[src/rtl/truth_table_pkg.sv]
// Shared types and defaults for the truth_table sweep/check stage.
package truth_table_pkg;

  // Sweep controller states.
  typedef enum logic [1:0] {
    IDLE,
    SETTLE,
    CHECK,
    DONE
  } sweep_state_t;

  localparam int         TT_N_IN_DEFAULT = 3;
  localparam logic [7:0] TT_REF_DEFAULT  = 8'h36;

endpackage

[src/rtl/tt_settle_timer.sv]
// Loadable down-counter that times how long each vector is held before sampling.
// load_i preloads SETTLE_CYCLES-1; zero_o marks the last settle cycle.
module tt_settle_timer #(
  parameter int SETTLE_CYCLES = 1
) (
  input  logic clk,
  input  logic aresetn,
  input  logic load_i,
  output logic zero_o
);

  localparam int            W        = $clog2(SETTLE_CYCLES + 1);
  localparam logic [W-1:0]  LOAD_VAL = W'(SETTLE_CYCLES - 1);

  logic [W-1:0] cnt;

  // Count down from the preload value and park at zero.
  // NOTE: the asynchronous reset is part of the sensitivity list so the counter
  // clears without a clock; all sequential state uses non-blocking assignments.
  always_ff @(posedge clk or negedge aresetn) begin
    if (!aresetn) begin
      cnt <= '0;
    end else if (load_i) begin
      cnt <= LOAD_VAL;
    end else if (cnt != '0) begin
      cnt <= cnt - 1'b1;
    end
  end

  assign zero_o = (cnt == '0);

endmodule

[src/rtl/truth_table_sweeper.sv]
// Walks every input vector of a combinational truth_table block in ascending
// order, compares its output against REF_TABLE and accumulates the results.
module truth_table_sweeper
  import truth_table_pkg::*;
#(
  parameter int                  N_IN          = TT_N_IN_DEFAULT,
  parameter logic [2**N_IN-1:0]  REF_TABLE     = TT_REF_DEFAULT,
  parameter int                  SETTLE_CYCLES = 1
) (
  input  logic                 clk,
  input  logic                 aresetn,
  input  logic                 start_i,
  output logic                 busy_o,
  output logic                 done_o,
  output logic [N_IN-1:0]      vec_o,
  input  logic                 res_i,
  output logic                 err_valid_o,
  output logic [N_IN-1:0]      err_vec_o,
  output logic [N_IN:0]        err_cnt_o,
  output logic [2**N_IN-1:0]   err_map_o
);

  localparam logic [N_IN-1:0] VEC_LAST = '1;

  sweep_state_t state, state_nxt;
  logic         timer_load;
  logic         timer_zero;
  logic         last_vec;
  logic         mismatch;

  tt_settle_timer #(
    .SETTLE_CYCLES(SETTLE_CYCLES)
  ) u_timer (
    .clk    (clk),
    .aresetn(aresetn),
    .load_i (timer_load),
    .zero_o (timer_zero)
  );

  assign last_vec = (vec_o == VEC_LAST);
  // The DUT is combinational, so res_i is only meaningful in CHECK.
  assign mismatch = (state == CHECK) && (res_i != REF_TABLE[vec_o]);
  assign busy_o   = (state != IDLE);
  assign done_o   = (state == DONE);

  // State register.
  always_ff @(posedge clk or negedge aresetn) begin
    if (!aresetn) begin
      state <= IDLE;
    end else begin
      state <= state_nxt;
    end
  end

  // Next-state logic and settle-timer preload.
  // NOTE: every output of this block is given a default first so no latch is inferred.
  always_comb begin
    state_nxt  = state;
    timer_load = 1'b0;
    case (state)
      IDLE: begin
        if (start_i) begin
          state_nxt  = SETTLE;
          timer_load = 1'b1;
        end
      end
      SETTLE: begin
        if (timer_zero) begin
          state_nxt = CHECK;
        end
      end
      CHECK: begin
        if (last_vec) begin
          state_nxt = DONE;
        end else begin
          state_nxt  = SETTLE;
          timer_load = 1'b1;
        end
      end
      DONE: begin
        state_nxt = IDLE;
      end
      default: begin
        state_nxt = IDLE;
      end
    endcase
  end

  // Vector register and error bookkeeping; results hold until the next start.
  always_ff @(posedge clk or negedge aresetn) begin
    if (!aresetn) begin
      vec_o       <= '0;
      err_valid_o <= 1'b0;
      err_vec_o   <= '0;
      err_cnt_o   <= '0;
      err_map_o   <= '0;
    end else begin
      err_valid_o <= 1'b0;
      case (state)
        IDLE: begin
          if (start_i) begin
            vec_o     <= '0;
            err_cnt_o <= '0;
            err_map_o <= '0;
          end
        end
        CHECK: begin
          if (mismatch) begin
            err_cnt_o        <= err_cnt_o + 1'b1;
            err_map_o[vec_o] <= 1'b1;
            err_vec_o        <= vec_o;
            err_valid_o      <= 1'b1;
          end
          // The last vector leaves through DONE, so the increment never wraps.
          if (!last_vec) begin
            vec_o <= vec_o + 1'b1;
          end
        end
        DONE: begin
          vec_o <= '0;
        end
        default: begin
        end
      endcase
    end
  end

endmodule

[config.mk]
export PLATFORM = sky130hd
export DESIGN_NAME = truth_table_sweeper
export DESIGN_NICKNAME = d
export VERILOG_FILES = /design/src/rtl/truth_table_pkg.sv /design/src/rtl/tt_settle_timer.sv /design/src/rtl/truth_table_sweeper.sv
export SDC_FILE = /design/constraint.sdc
export NUM_CORES = 1
export LEC_CHECK = 0
export ABC_AREA = 1
export CORE_MARGIN = 2
export CORE_UTILIZATION = 23
export CTS_BUF_LIST = sky130_fd_sc_hd__clkbuf_16
export DETAILED_ROUTE_END_ITERATION = 7
export SYNTH_ARGS = -nofsm -noshare
export SYNTH_HDL_FRONTEND = slang
export SYNTH_SLANG_ARGS = --single-unit
[constraint.sdc]
create_clock -name clk -period 1.3 [get_ports clk]
set_input_delay 0.26 -clock clk [delete_from_list [all_inputs] [get_ports clk]]
set_output_delay 0.26 -clock clk [all_outputs]
set_load 0.02 [all_outputs]
; After elaboration in Yosys (flattened, before gate mapping)
; Memories as Yosys holds them, arrays and structs flattened.
; Index checks and enable logic that the tools add are counted.
[word_totals]
reg_bits = 22
rom_bits = 8
output_inout_bits = 21
word_cells = 56
memories = 1
[memory_table]
columns = memory, depth, word_bits, rd, rd_ports_with_merged_regs, write_ports, line
row1 = (name not given), 8, 1, 1, 0, 0, truth_table_sweeper.sv:42  ; assign mismatch = (state == CHECK) && (res_i != REF_TABLE[vec_o]);
[classes]
n_addsub = 3
magnitude_cmp = 2
n_eq_ne = 9
muxes = 23
bitwise = 1
n_reduce_logical = 10
[ops]
columns = op, n
row1 = $mux 8, 2
row2 = $pmux 8 s2, 1
row3 = $pmux 3 s3, 1
row4 = $mux 1, 8
row5 = $mux 4, 2
row6 = $ne 2x2->1 const B, 4
row7 = $or 8x8->8, 1
row8 = $pmux 2 s4, 1
row9 = $pmux 4 s2, 1
row10 = $mux 2, 3
row11 = $mux 3, 2
row12 = $reduce_and 3->1, 2
row13 = $add 4x1->4 const B, 1
row14 = $eq 2x2->1 const B, 2
row15 = $lt 3x4->1 const B, 1
row16 = $reduce_and 2->1, 2
row17 = $reduce_bool 2->1, 2
row18 = $add 3x1->3 const B, 1
row19 = $demux 1 s3, 1
row20 = $eq 3x3->1 const B, 1
row21 = $ge 3x1->1 const B, 1
row22 = $reduce_bool 3->1, 1
row23 = $eq 2x1->1 const B, 1
row24 = $logic_and 1x1->1, 2
row25 = 4 further kinds, 4

; Logic depth before layout (Yosys ltp)
; Gate-level depths: netlist of the first run.
[logic_depth]
ltp_word = 7
depth_mapped = 9
depth_no_buf = 8

; Hierarchy
; Synthesis of the first run repeated with hierarchy kept, for this count alone.
[unflattened]
cells_unflattened = 130
hier_area_um2 = 1067.3
[modules_own_cells]
columns = module, instances, cells_per_inst, area_each_um2
row1 = truth_table_sweeper, 1, 128, 1056.0
row2 = tt_settle_timer, 1, 2, 11.3

; Worst setup path before layout of the first run
; Ideal clock, no wire load.
[synth_path]
path_kind = register -> register
startpoint = register vec_o[0]
endpoint = register err_cnt_o[1]
setup_ns = 0.117
arrival_time_ns = 1.369
t_required_ns = 1.183
path_slack_ns = -0.186
path_stages_with_launch = 9
synth_period_minus_slack_ns = 1.486
cell_sequence = dfrtp_1 > ha_1 > inv_1 > nand2_1 > nand3_1 > nand3_2 > buf_2 > nand3_1 > nand2_1
[synth_via]
elab_chain_cells = 6
[synth_lines]
columns = item, line
row1 = start: declaration, truth_table_sweeper.sv:15  ; output logic [N_IN-1:0] vec_o,
row2 = start signal: assignment, truth_table_sweeper.sv:116  ; vec_o <= vec_o + 1'b1;
row3 = $mem_v2 8x1, n/a
row4 = $mux 1 (implied by the code), truth_table_sweeper.sv:42
row5 = $ne 1x1->1, truth_table_sweeper.sv:42
row6 = $logic_and 1x1->1, truth_table_sweeper.sv:42
row7 = $ne 2x2->1 (no source line), n/a
row8 = $reduce_and 3->1 (no source line), n/a
row9 = end signal: assignment, truth_table_sweeper.sv:109  ; err_cnt_o <= err_cnt_o + 1'b1;
row10 = end: declaration, truth_table_sweeper.sv:19  ; output logic [N_IN:0] err_cnt_o,
; Every way passes these cells. The select of a mux whose other input is x is not followed.
; A chain may end at the register's enable or synchronous reset.

; Final worst setup path of the first run
[layout_path]
startpoint = register vec_o[0]
endpoint = register err_map_o[3]
[layout_via]
elab_chain_cells = 7
elab_cells_between_ends = 14
[layout_lines]
columns = item, line
row1 = $lt 3x4->1 (implied by the code) / $ge 3x1->1 (equally long branches), truth_table_sweeper.sv:110  ; err_map_o[vec_o] <= 1'b1;
row2 = $logic_and 1x1->1 (implied by the code), truth_table_sweeper.sv:110
row3 = $mux 1 (implied by the code), truth_table_sweeper.sv:110
row4 = $demux 1 s3, truth_table_sweeper.sv:110
row5 = $or 8x8->8 (no source line), n/a
row6 = $mux 8, truth_table_sweeper.sv:108  ; if (mismatch) begin
row7 = $pmux 8 s2, truth_table_sweeper.sv:99  ; case (state)
row8 = end signal: assignment, truth_table_sweeper.sv:96  ; err_map_o <= '0;
row9 = end signal: assignment, truth_table_sweeper.sv:104  ; err_map_o <= '0;
row10 = end signal: indexed assignment, truth_table_sweeper.sv:110
row11 = end: declaration, truth_table_sweeper.sv:20  ; output logic [2**N_IN-1:0] err_map_o
; Parallel ways exist; a longest one is shown, timed or not. The select of a mux whose other input is x is not followed.

==> reports/metrics.csv, run 1 <==
metric,value,unit
path_cells,ha_4 -> inv_1 -> nand2_1 -> nand3_1 -> nand3_2 -> buf_12 -> nand2_8 -> nand2_1 -> nand2_1,
synth.distinct_cells,20,
clock-sinks,21,
reg2reg_to,err_map_o[3],
rr_startpoint,vec_o[0],
cts_root_buffer,clkbuf_16,
vdd_drop_max,0.972,mV
drv_slew,0,
crit_path_top_delay_cell,dfrtp_2,
io_buffers,24,
p_sw,1500,uW
grt_use_total,10.6,%
finalWirelength,2510,um
path_class,register to register,
violations,setup timing,
multi_input_area,484,um^2
cts.hold.buffers_added,0,
routedWlPerCell,10.9,um
synth_area_leaders,"dfrtp_1, nand2_1, nand3_1",
preCtsSetupSlack,-0.150,ns
setup-violations-final,16,
numCtsBuffers,3,
fin_crit_sh,110,%
sw_frac_of_total,40.7,%
fp.dieH,71.5,um
clk_latency,0.25,ns
start_util,23.9,%
status,"finished, violations left",
final_area,1630,um^2
clk_pin_slew_worst_paths,0.06,ns
diodes,0,
gp_congestion,0.708,
layout_min_cycle_time,1.44,ns
dpl.hpwl,1830,um
cts_tree,yes,
ys_seq_area_share,50.1,%
r2r_setup_slack,-0.14,ns
finalHoldViolCount,0,
reg2regPathDepth,9,
post-synth-top-area-cell,dfrtp_1,
vias_per_cell,4.31,
power_density,2250,nW/um^2
ff_latch_area,529,um^2
dr_wl_met3,145,um
crit_buf_inv,2,
tightest_slew,0.285,ns
layoutNonFillerInstCount,230,
worst_slack,-0.136,ns
routed.top_layer,met4,
placementRows,24,
ys_ff_latch,21,
syn_nets,134,
postRouteAntennaNets,0,
syn-cell-area,1050,um^2
grt_max_degree,22,
path_delay_family,flip-flops,
cpMostUsedCell,nand2_1,
fillers,465,
crit_path_start_kind,register,
rsz0062_at_grt,yes,
drive_gt1_share,25.8,%
synth_top_area_share,50.1,%
slew_headroom,81.0,%
drtIter0Drc,41,
ios,25,
clockBufferDepth,2,
num-nets-final,186,
intPower,2180,uW
clock_power_share,17.8,%
cp_data_required_time,1.44,ns
core-area,4380,um^2
die_width,71.5,um
drv_cap,0,
skew,0.00385,ns
crit_path_max_fanout,20,
area_growth_syn_to_layout,55.6,%
drt_first_pass_iters,4,
p_leak,0.000896,uW
htree_levels,1,
crit_arrival,1.58,ns
placed_cells,223,
place_area,1550,um^2
crit_path_end_kind,register,
vias,992,
synth_warnings,0,
antenna_found_initial,0,
grt_pass1_wl,4310,um
avgSynthCellArea,8.26,um^2
dieArea,5120,um^2
first_global_vias,946,
max_stage_delay,0.43,ns
p_seq_share,27.6,%
netlist_instances,127,
fmax,0.696,GHz
min-delay-path-class,input pin to asynchronous set/reset pin,
comb_power_share,54.7,%
overflow,0,
met2WireLength,1090,um
drc,0,
wl_met1,1260,um
metrics by stage:
step	TNS [ns]	util [%]	total power, uW	hold WS (ns)
2_1_floorplan	-1.26	-	2060	-0.0356
3_3_place_gp	-1.59	35.2	3050	0.478
3_5_place_dp	-1.90	35.2	3070	0.475
4_1_cts	-1.75	36.6	3640	0.371
5_1_grt	-2.84	37.2	3980	0.397
6_report	-1.53	37.2	3680	0.360
cells in the mapped netlist, drive strengths merged:
cell type and instances:
buf 3, nand2 35, nand3b 1, xor2 1
nor2 13, inv 14, ha 3, nor3 1
o21ai 7, o21a 4, nand3 19, a21oi 3
xnor2 1, a31oi 1, dfrtp 21
worst max path at each step:
stage	cells past startpoint	slack, ns	to	from
2_1_floorplan	9	-0.09	err_cnt_o[1]	vec_o[0]
3_3_place_gp	9	-0.11	err_map_o[6]	vec_o[1]
3_5_place_dp	9	-0.15	err_map_o[6]	vec_o[1]
4_1_cts	9	-0.14	err_map_o[6]	vec_o[1]
5_1_grt	9	-0.21	err_map_o[6]	vec_o[1]
6_report	9	-0.14	err_map_o[3]	vec_o[0]
area by class of cell:
| class | count | area share (%) |
|---|---|---|
| inverters | 14 | 3.22 |
| repair buffers | 50 | 25.8 |
| flip-flops and latches | 21 | 32.4 |
| well taps | 52 | 3.99 |
| multi-input cells | 89 | 29.7 |
| clock inverters | 1 | 0.307 |
| clock buffers | 3 | 4.60 |
placed cells by master, fill, tap and decap left out, types with 2 or more instances in the layout:
| cell type | count |
|---|---|
| ha_1 | 2 |
| nand3_1 | 18 |
| o21ai_0 | 6 |
| a21oi_1 | 3 |
| o21a_1 | 4 |
| buf_12 | 2 |
| buf_4 | 24 |
| nor2_1 | 11 |
| clkdlybuf4s50_1 | 3 |
| clkbuf_16 | 3 |
| inv_1 | 12 |
| inv_2 | 2 |
| dfrtp_2 | 3 |
| nand2_1 | 33 |
| dlygate4sd2_1 | 16 |
| nor2_4 | 2 |
| buf_2 | 4 |
| dfrtp_1 | 18 |
per-layer routing:
layer / up-vias / track usage (%)
met5: - / 0
met4: 0 / 3.14
met3: 2 / 3.52
met2: 20 / 16.0
met1: 459 / 14.4
li1: 511 / -
state kept, by name (all words and copies together) (netlist names):
register / cells
err_map_o: 8
state: 2
err_valid_o: 1
err_vec_o: 3
err_cnt_o: 4
vec_o: 3
power groups by stage:
stage / clock network [uW] / logic, uW / registers (uW)
floorplan: 0 / 810 / 1250
global placement: 0 / 2020 / 1030
detailed placement: 0 / 2050 / 1020
CTS: 675 / 1940 / 1020
global route: 705 / 2230 / 1050
finish: 653 / 2010 / 1010
repair_timing:
item,in CTS,in global routing
hold endpoints to repair,0,0
resized for setup,33,9
setup endpoints to repair,39,22
setup buffers,0,3
pin swaps,0,1
cells by family (layout without fill, tap and decap cells):
family                   count (synthesis)  count (layout)  share of synthesized area, %
AO/OA/AOI/OAI                           15              15                          8.23
XOR/XNOR                                 2               2                          1.67
adder cells (fa/ha/maj)                  3               3                          3.58
buffers and inverters                   17              68                          7.04
flip-flops                              21              21                          50.1
AND/OR/NAND/NOR                         69              69                          29.4
(Power assumes the default switching activity.)
==> run 2: changes to the inputs <==
--- a/config.mk
+++ b/config.mk
@@ -5,11 +5,11 @@
 export SDC_FILE = /design/constraint.sdc
 export NUM_CORES = 1
 export LEC_CHECK = 0
-export ABC_AREA = 1
 export CORE_MARGIN = 2
 export CORE_UTILIZATION = 23
 export CTS_BUF_LIST = sky130_fd_sc_hd__clkbuf_16
 export DETAILED_ROUTE_END_ITERATION = 7
+export MAX_ROUTING_LAYER = met4
 export SYNTH_ARGS = -nofsm -noshare
 export SYNTH_HDL_FRONTEND = slang
 export SYNTH_SLANG_ARGS = --single-unit
==> constraint.sdc (replaced) <==
create_clock -name clk -period 1.2 [get_ports clk]
set_input_delay 0.24 -clock clk [delete_from_list [all_inputs] [get_ports clk]]
set_output_delay 0.24 -clock clk [all_outputs]
set_load 0.02 [all_outputs]
==> run 2 against run 1 <==
The flow still finishes with violations (setup timing). Sequential power about the same. Non-clock buffer count increased by 12. Register-to-register slack worse by 0.29 ns. Flip-flop and latch count is the same. Critical endpoint is now err_vec_o[2].
==> reports/metrics.csv, run 2 <==
metric,value,unit,change
synth-simple-area-share,17.9,%,-11 points
layout_min_cycle_time,1.62,ns,+0.186 ns
routedWlPerCell,13.3,um,+22%
crit_path_start_kind,register,,
dieArea,5140,um^2,+0.56%
use_met2,19.5,%,+3.5 points
finalWirelength,2860,um,+14%
numCtsBuffers,3,,unchanged
ios,25,,unchanged
synth-compound-area-share,14.1,%,+5.9 points
largest-register,err_map_o,,
drive_gt1_share,46.0,%,+20 points
worst_slack,-0.422,ns,-0.286 ns
reg_top3,"err_map_o (8), err_cnt_o (4)",,
postRouteAntennaNets,0,,unchanged
synthMuxAreaShare,6.76,%,+6.8 points
p_total,3730,uW,+1.3%
min-delay-path-class,input pin to asynchronous set/reset pin,,
synth_fa_ha_area_share,3.56,%,-0.021 points
grt_util_met3,1.97,%,-1.5 points
post-route-util,40.6,%,+3.4 points
comb_power_share,53.9,%,-0.8 points
fin_crit_sh,135,%,+25 points
grt_use_total,11.9,%,+1.3 points
mostFrequentLayoutCell,buf_4,,
p_seq_share,27.3,%,-0.3 points
violations,setup timing,,
ys_ff_latch,21,,unchanged
crit_path_end_kind,register,,
intPower,2380,uW,+9.3%
start_util,24.1,%,+0.14 points
antenna_found_initial,0,,unchanged
cts_tree,yes,,
drv_slew,0,,unchanged
htree_levels,1,,unchanged
slew_headroom,81.5,%,+0.45 points
core-area,4380,um^2,unchanged
fp.dieH,71.7,um,+0.28%
finalHoldViolCount,0,,unchanged
clock-sinks,21,,unchanged
synth_edf_count,0,,unchanged
fmax,0.617,GHz,-11%
clockBufferDepth,2,,unchanged
syn_nets,108,,-19%
largest_register_ffs,8,,unchanged
setup-violations-final,23,,+7
clk_latency,0.25,ns,about the same
cp_data_required_time,1.34,ns,-0.10 ns
netlist_instances,101,,-20%
vdd_drop_max,1.09,mV,+12%
reg2regPathDepth,6,,-3
dpl.hpwl,1910,um,+4.5%
gp_congestion,0.877,,+24%
path_class,register to register,,
clock_power_share,18.7,%,+0.9 points
preCtsSetupSlack,-0.510,ns,-0.360 ns
grt_pass1_wl,4520,um,+5.0%
synthFlopType,dfrtp_1,,
yosysMostFrequentCell,dfrtp_1,,
synth_area_leaders,"dfrtp_1, o21ai_0, ha_1",,
sw_frac_of_total,36.0,%,-4.7 points
synth_top_family_by_area,simple AND/OR/NAND/NOR gates,,
rsz0062_at_grt,yes,,
post-synth-top-area-cell,dfrtp_1,,
synth_warnings,0,,unchanged
num-nets-final,171,,-8.1%
crit_path_max_fanout,7,,-65%
die_width,71.7,um,+0.28%
diodes,0,,unchanged
max_stage_delay,0.43,ns,about the same
overflow,0,,unchanged
drt_first_pass_iters,4,,unchanged
clk_pin_slew_worst_paths,0.06,ns,about the same
synth.distinct_cells,37,,+85%
cts_root_buffer,clkbuf_16,,
synth_xor_area_share,1.66,%,-0.0099 points
fillers,428,,-8.0%
skew,0.00156,ns,-0.00229 ns
synth_top_area_share,49.8,%,-0.30 points
p_sw,1340,uW,-10%
synth_common_cells,"dfrtp_1, o21ai_0, nand2_1, nor2_1, inv_1",,
placementRows,24,,unchanged
met1_usage,13.9,%,-0.53 points
async_flop_share,100,%,unchanged
holdWs,0.325,ns,-0.0348 ns
drtIter0Drc,8,,-80%
cts.hold.buffers_added,0,,unchanged
first_global_vias,972,,+2.7%
io_buffers,24,,unchanged
syn-cell-area,1050,um^2,+0.60%
vias_per_cell,4.37,,+1.3%
drv_cap,0,,unchanged
status,"finished, violations left",,
tightest_slew,0.276,ns,-0.00934 ns
final_cell_mix,"buf_4, dfrtp_1, buf_6",,
p_leak,0.000853,uW,-4.8%
power_density,2100,nW/um^2,-7.1%
grt.busiest_layer,met2,,
grt_max_degree,22,,unchanged
vias,939,,-5.3%
crit_path_top_delay_cell,dfrtp_2,,
avgSynthCellArea,10.4,um^2,+26%
path_cells,ha_4 -> nand2b_4 -> a211oi_4 -> buf_6 -> nor2_4 -> mux2_4,,
drc,0,,unchanged
area_growth_syn_to_layout,68.7,%,
crit_arrival,1.76,ns,+0.18 ns
ys_seq_area_share,49.8,%,-0.30 points
run 2: cells by family (layout without fill, tap and decap cells):
| kind of cell | Yosys count | in the layout |
|---|---|---|
| compound gates | 22 | 22 |
| fa+ha+maj | 3 | 3 |
| flops | 21 | 21 |
| buf+inv | 13 | 75 |
| xor+xnor | 2 | 2 |
| mux | 6 | 6 |
| simple gates | 34 | 34 |
run 2: cell type report:
| class | count | area [um^2] | area share (%) |
|---|---|---|---|
| Sequential cell | 21 | 529 | 29.7 |
| Multi-Input combinational cell | 67 | 520 | 29.3 |
| Timing Repair Buffer | 62 | 552 | 31.0 |
| Clock inverter | 1 | 3.75 | 0.211 |
| Clock buffer | 3 | 75.1 | 4.22 |
| Inverter | 9 | 33.8 | 1.90 |
| Tap cell | 52 | 65.1 | 3.66 |
run 2: per-stage QoR:
stage,instance area [um^2],TNS [ns],instances
after CTS,1700,-5.91,207
final,1780,-6.20,215
after detailed placement,1540,-7.74,195
after floorplan,1090,-6.23,101
after global routing,1780,-7.64,215
after global placement,1540,-7.38,195
run 2: path summary, 6_finish.rpt:
check | startpoint | end | slack (ns)
worst max-delay path | vec_o[1] | err_vec_o[2] | -0.42
worst min-delay path | aresetn | err_map_o[5] | 0.33
worst max register to register | vec_o[1] | err_vec_o[2] | -0.42
worst min register to register | err_map_o[1] | err_map_o[1] | 0.49
max in group asynchronous | aresetn | vec_o[0] | 0.73
min in group clk | err_map_o[1] | err_map_o[1] | 0.49
run 2: repair_timing:
item / 4_1_cts / 5_1_grt
pin swaps: 9 / 2
setup endpoints to repair: 37 / 37
gates resized for setup: 67 / 23
setup buffers: 8 / 10
cloned: 0 / 0
run 2: per-layer routing:
metal	share of wire, %	wire length, um
met5	0	0
met4	1.9	53
met3	3.5	101
met2	52	1490
met1	43	1220
run 2: critical path: cells and delay by family (launching register included):
| family | cells | cell delay (ns) |
|---|---|---|
| flip-flops | 1 | 0.43 |
| buffers and inverters | 1 | 0.16 |
| multiplexers | 1 | 0.29 |
| AO/OA/AOI/OAI | 1 | 0.21 |
| adder cells (fa/ha/maj) | 1 | 0.28 |
| AND/OR/NAND/NOR | 2 | 0.11 |
run 2: power groups by stage:
stage,registers (uW),clock network [uW],logic [uW]
after floorplan,1180,0,788
after global placement,1030,0,1680
after detailed placement,1030,0,1710
after CTS,1010,712,1860
after global routing,1040,759,2160
final,1020,699,2010
==> run 3: changes to the inputs <==
--- a/config.mk
+++ b/config.mk
@@ -5,6 +5,7 @@
 export SDC_FILE = /design/constraint.sdc
 export NUM_CORES = 1
 export LEC_CHECK = 0
+export CORE_ASPECT_RATIO = 1.25
 export CORE_MARGIN = 2
 export CORE_UTILIZATION = 23
 export CTS_BUF_LIST = sky130_fd_sc_hd__clkbuf_16
==> run 3 against run 2 <==
The flow still finishes with violations (setup timing). Count of clock-buffer cells in the layout stayed put. Critical path depth stayed put. Via count is 4.3% lower. Maximum frequency is 0.94% higher. Setup slack better by 0.015 ns. Sequential share of layout area is 2.4 points higher. Critical path type unchanged. Critical endpoint is now err_vec_o[1]. Largest cell class is now flip-flops and latches.
==> reports/metrics.csv, run 3 (synthesis gave the netlist of run 2 again) <==
metric,value,unit,change
status,"finished, violations left",,
violations,setup timing,,
fin_crit_sh,134,%,-1.3 points
dr_wl_met3,120,um,+19%
clock-sinks,21,,unchanged
grt_max_degree,22,,unchanged
path_cells,ha_4 -> nand2b_4 -> a211oi_4 -> buf_6 -> nor2_4 -> mux2_4,,
ios,25,,unchanged
crit_path_max_fanout,7,,unchanged
clk_latency,0.26,ns,about the same
largest_register_ffs,8,,unchanged
fp.dieH,79.7,um,+11%
tns,-5.41,ns,+0.796 ns
worst_slack,-0.407,ns,+0.0151 ns
vdd_drop_max,1.01,mV,-7.0%
num-nets-final,159,,-7.0%
htree_levels,1,,unchanged
clockBufferDepth,2,,unchanged
grt_pass1_wl,4440,um,-1.8%
drive_gt1_share,44.4,%,-1.6 points
routed.top_layer,met4,,
final_cell_mix,"buf_4, dfrtp_1, nand2_1, nor2_1",,
routedWlPerCell,12.3,um,-7.5%
dieArea,5150,um^2,about the same
vias_per_cell,4.30,,-1.5%
cp_data_required_time,1.34,ns,about the same
power_density,2120,nW/um^2,+1.2%
setup-violations-final,23,,unchanged
layoutNonFillerInstCount,209,,-2.8%
r2r_setup_slack,-0.41,ns,+0.02 ns
rr_startpoint,vec_o[1],,
path_class,register to register,,
tightest_slew,0.281,ns,+0.00534 ns
diodes,0,,unchanged
reg_top3,"err_map_o (8), err_cnt_o (4)",,
drv_slew,0,,unchanged
drt_first_pass_iters,4,,unchanged
reg2regPathDepth,6,,unchanged
rsz0062_at_grt,yes,,
antenna_found_initial,0,,unchanged
p_leak,0.000775,uW,-9.1%
start_util,23.8,%,-0.22 points
crit_path_end_kind,register,,
cp.depth,6,,unchanged
vias,899,,-4.3%
placed_cells,201,,+3.1%
area_growth_syn_to_layout,57.1,%,
drv_cap,0,,unchanged
largest-register,err_map_o,,
first_global_vias,964,,-0.82%
crit_path_top_delay_cell,dfrtp_2,,
min-delay-path-class,input pin to asynchronous set/reset pin,,
numCtsBuffers,3,,unchanged
fillers,444,,+3.7%
core-area,4430,um^2,+0.94%
wl_met1,1060,um,-13%
layout_min_cycle_time,1.61,ns,-0.0151 ns
cp-endpoint,err_vec_o[1],,
fmax,0.622,GHz,+0.94%
mostFrequentLayoutCell,buf_4,,
cp-startpoint,vec_o[1],,
finalHoldViolCount,0,,unchanged
max_stage_delay,0.43,ns,about the same
reg2reg_to,err_vec_o[1],,
io_buffers,24,,unchanged
cts_tree,yes,,
drc,0,,unchanged
slew_headroom,81.1,%,-0.36 points
skew,0.00479,ns,+0.00323 ns
placementRows,27,,+13%
die_width,64.6,um,-10%
gp_congestion,0.811,,-7.5%
crit_buf_inv,1,,unchanged
drtIter0Drc,13,,+5
overflow,0,,unchanged
crit_arrival,1.75,ns,about the same
preCtsSetupSlack,-0.554,ns,-0.0431 ns
dpl.hpwl,1930,um,+0.94%
clk_pin_slew_worst_paths,0.06,ns,about the same
grt_use_total,11.6,%,-0.37 points
finalWirelength,2570,um,-10%
crit_path_start_kind,register,,
met2WireLength,1350,um,-9.0%
path_delay_family,flip-flops,,
postRouteAntennaNets,0,,unchanged
cts_root_buffer,clkbuf_16,,
-- run 3: cell types whose count changed in the layout (fill, tap and decap cells not counted), sizes merged --
cell | before | now
clkinv | 0 | 1
clkdlybuf4s15 | 9 | 8
buf | 43 | 31
inv | 10 | 9
clkbuf | 9 | 10
-- run 3: layout make-up --
class	count	area [um^2]	share of cell area [%]
Sequential cell	21	532	32.1
Multi-Input combinational cell	67	515	31.1
Timing Repair Buffer	50	423	25.5
Clock buffer	3	75.1	4.53
Tap cell	58	72.6	4.38
Inverter	9	33.8	2.04
Clock inverter	1	5.00	0.302
-- run 3: metrics by stage --
stage	util, %	total power [uW]	hold WS, ns	area, um^2
floorplan	-	1970	-0.0556	1090
global placement	34.9	2710	0.482	1550
detailed placement	34.9	2750	0.495	1550
CTS	37.2	3440	0.328	1640
global route	37.4	3750	0.330	1660
finish	37.4	3510	0.323	1660
-- run 3: worst min path at each step --
stage / start / end / slack, ns
after global placement: err_map_o[1] / err_map_o[1] / 0.48
after global routing: aresetn / err_cnt_o[3] / 0.33
final: aresetn / state[1] / 0.32
after detailed placement: err_map_o[1] / err_map_o[1] / 0.49
after CTS: aresetn / vec_o[2] / 0.33
after floorplan: aresetn / err_cnt_o[0] / -0.06
-- run 3: routing by layer --
metal | up-vias | GRT usage, %
met5 | - | -
met2 | 26 | 19.9
met1 | 429 | 13.1
li1 | 441 | -
met3 | 3 | 2.54
met4 | 0 | 4.47
-- run 3: power by group --
| part | switching, uW | internal (uW) | total (uW) |
|---|---|---|---|
| registers | 139 | 889 | 1030 |
| clock network | 267 | 448 | 715 |
| logic | 880 | 888 | 1770 |
| total | 1290 | 2220 | 3510 |
-- run 3: what timing repair did --
item                                    in CTS  in global routing
endpoints found under the setup margin      39                 35
gates resized for setup                     60                 22
pin swaps                                    6                  4
hold buffers                                 0                  0
endpoints found under the hold margin        0                  0
setup buffers                                3                  2
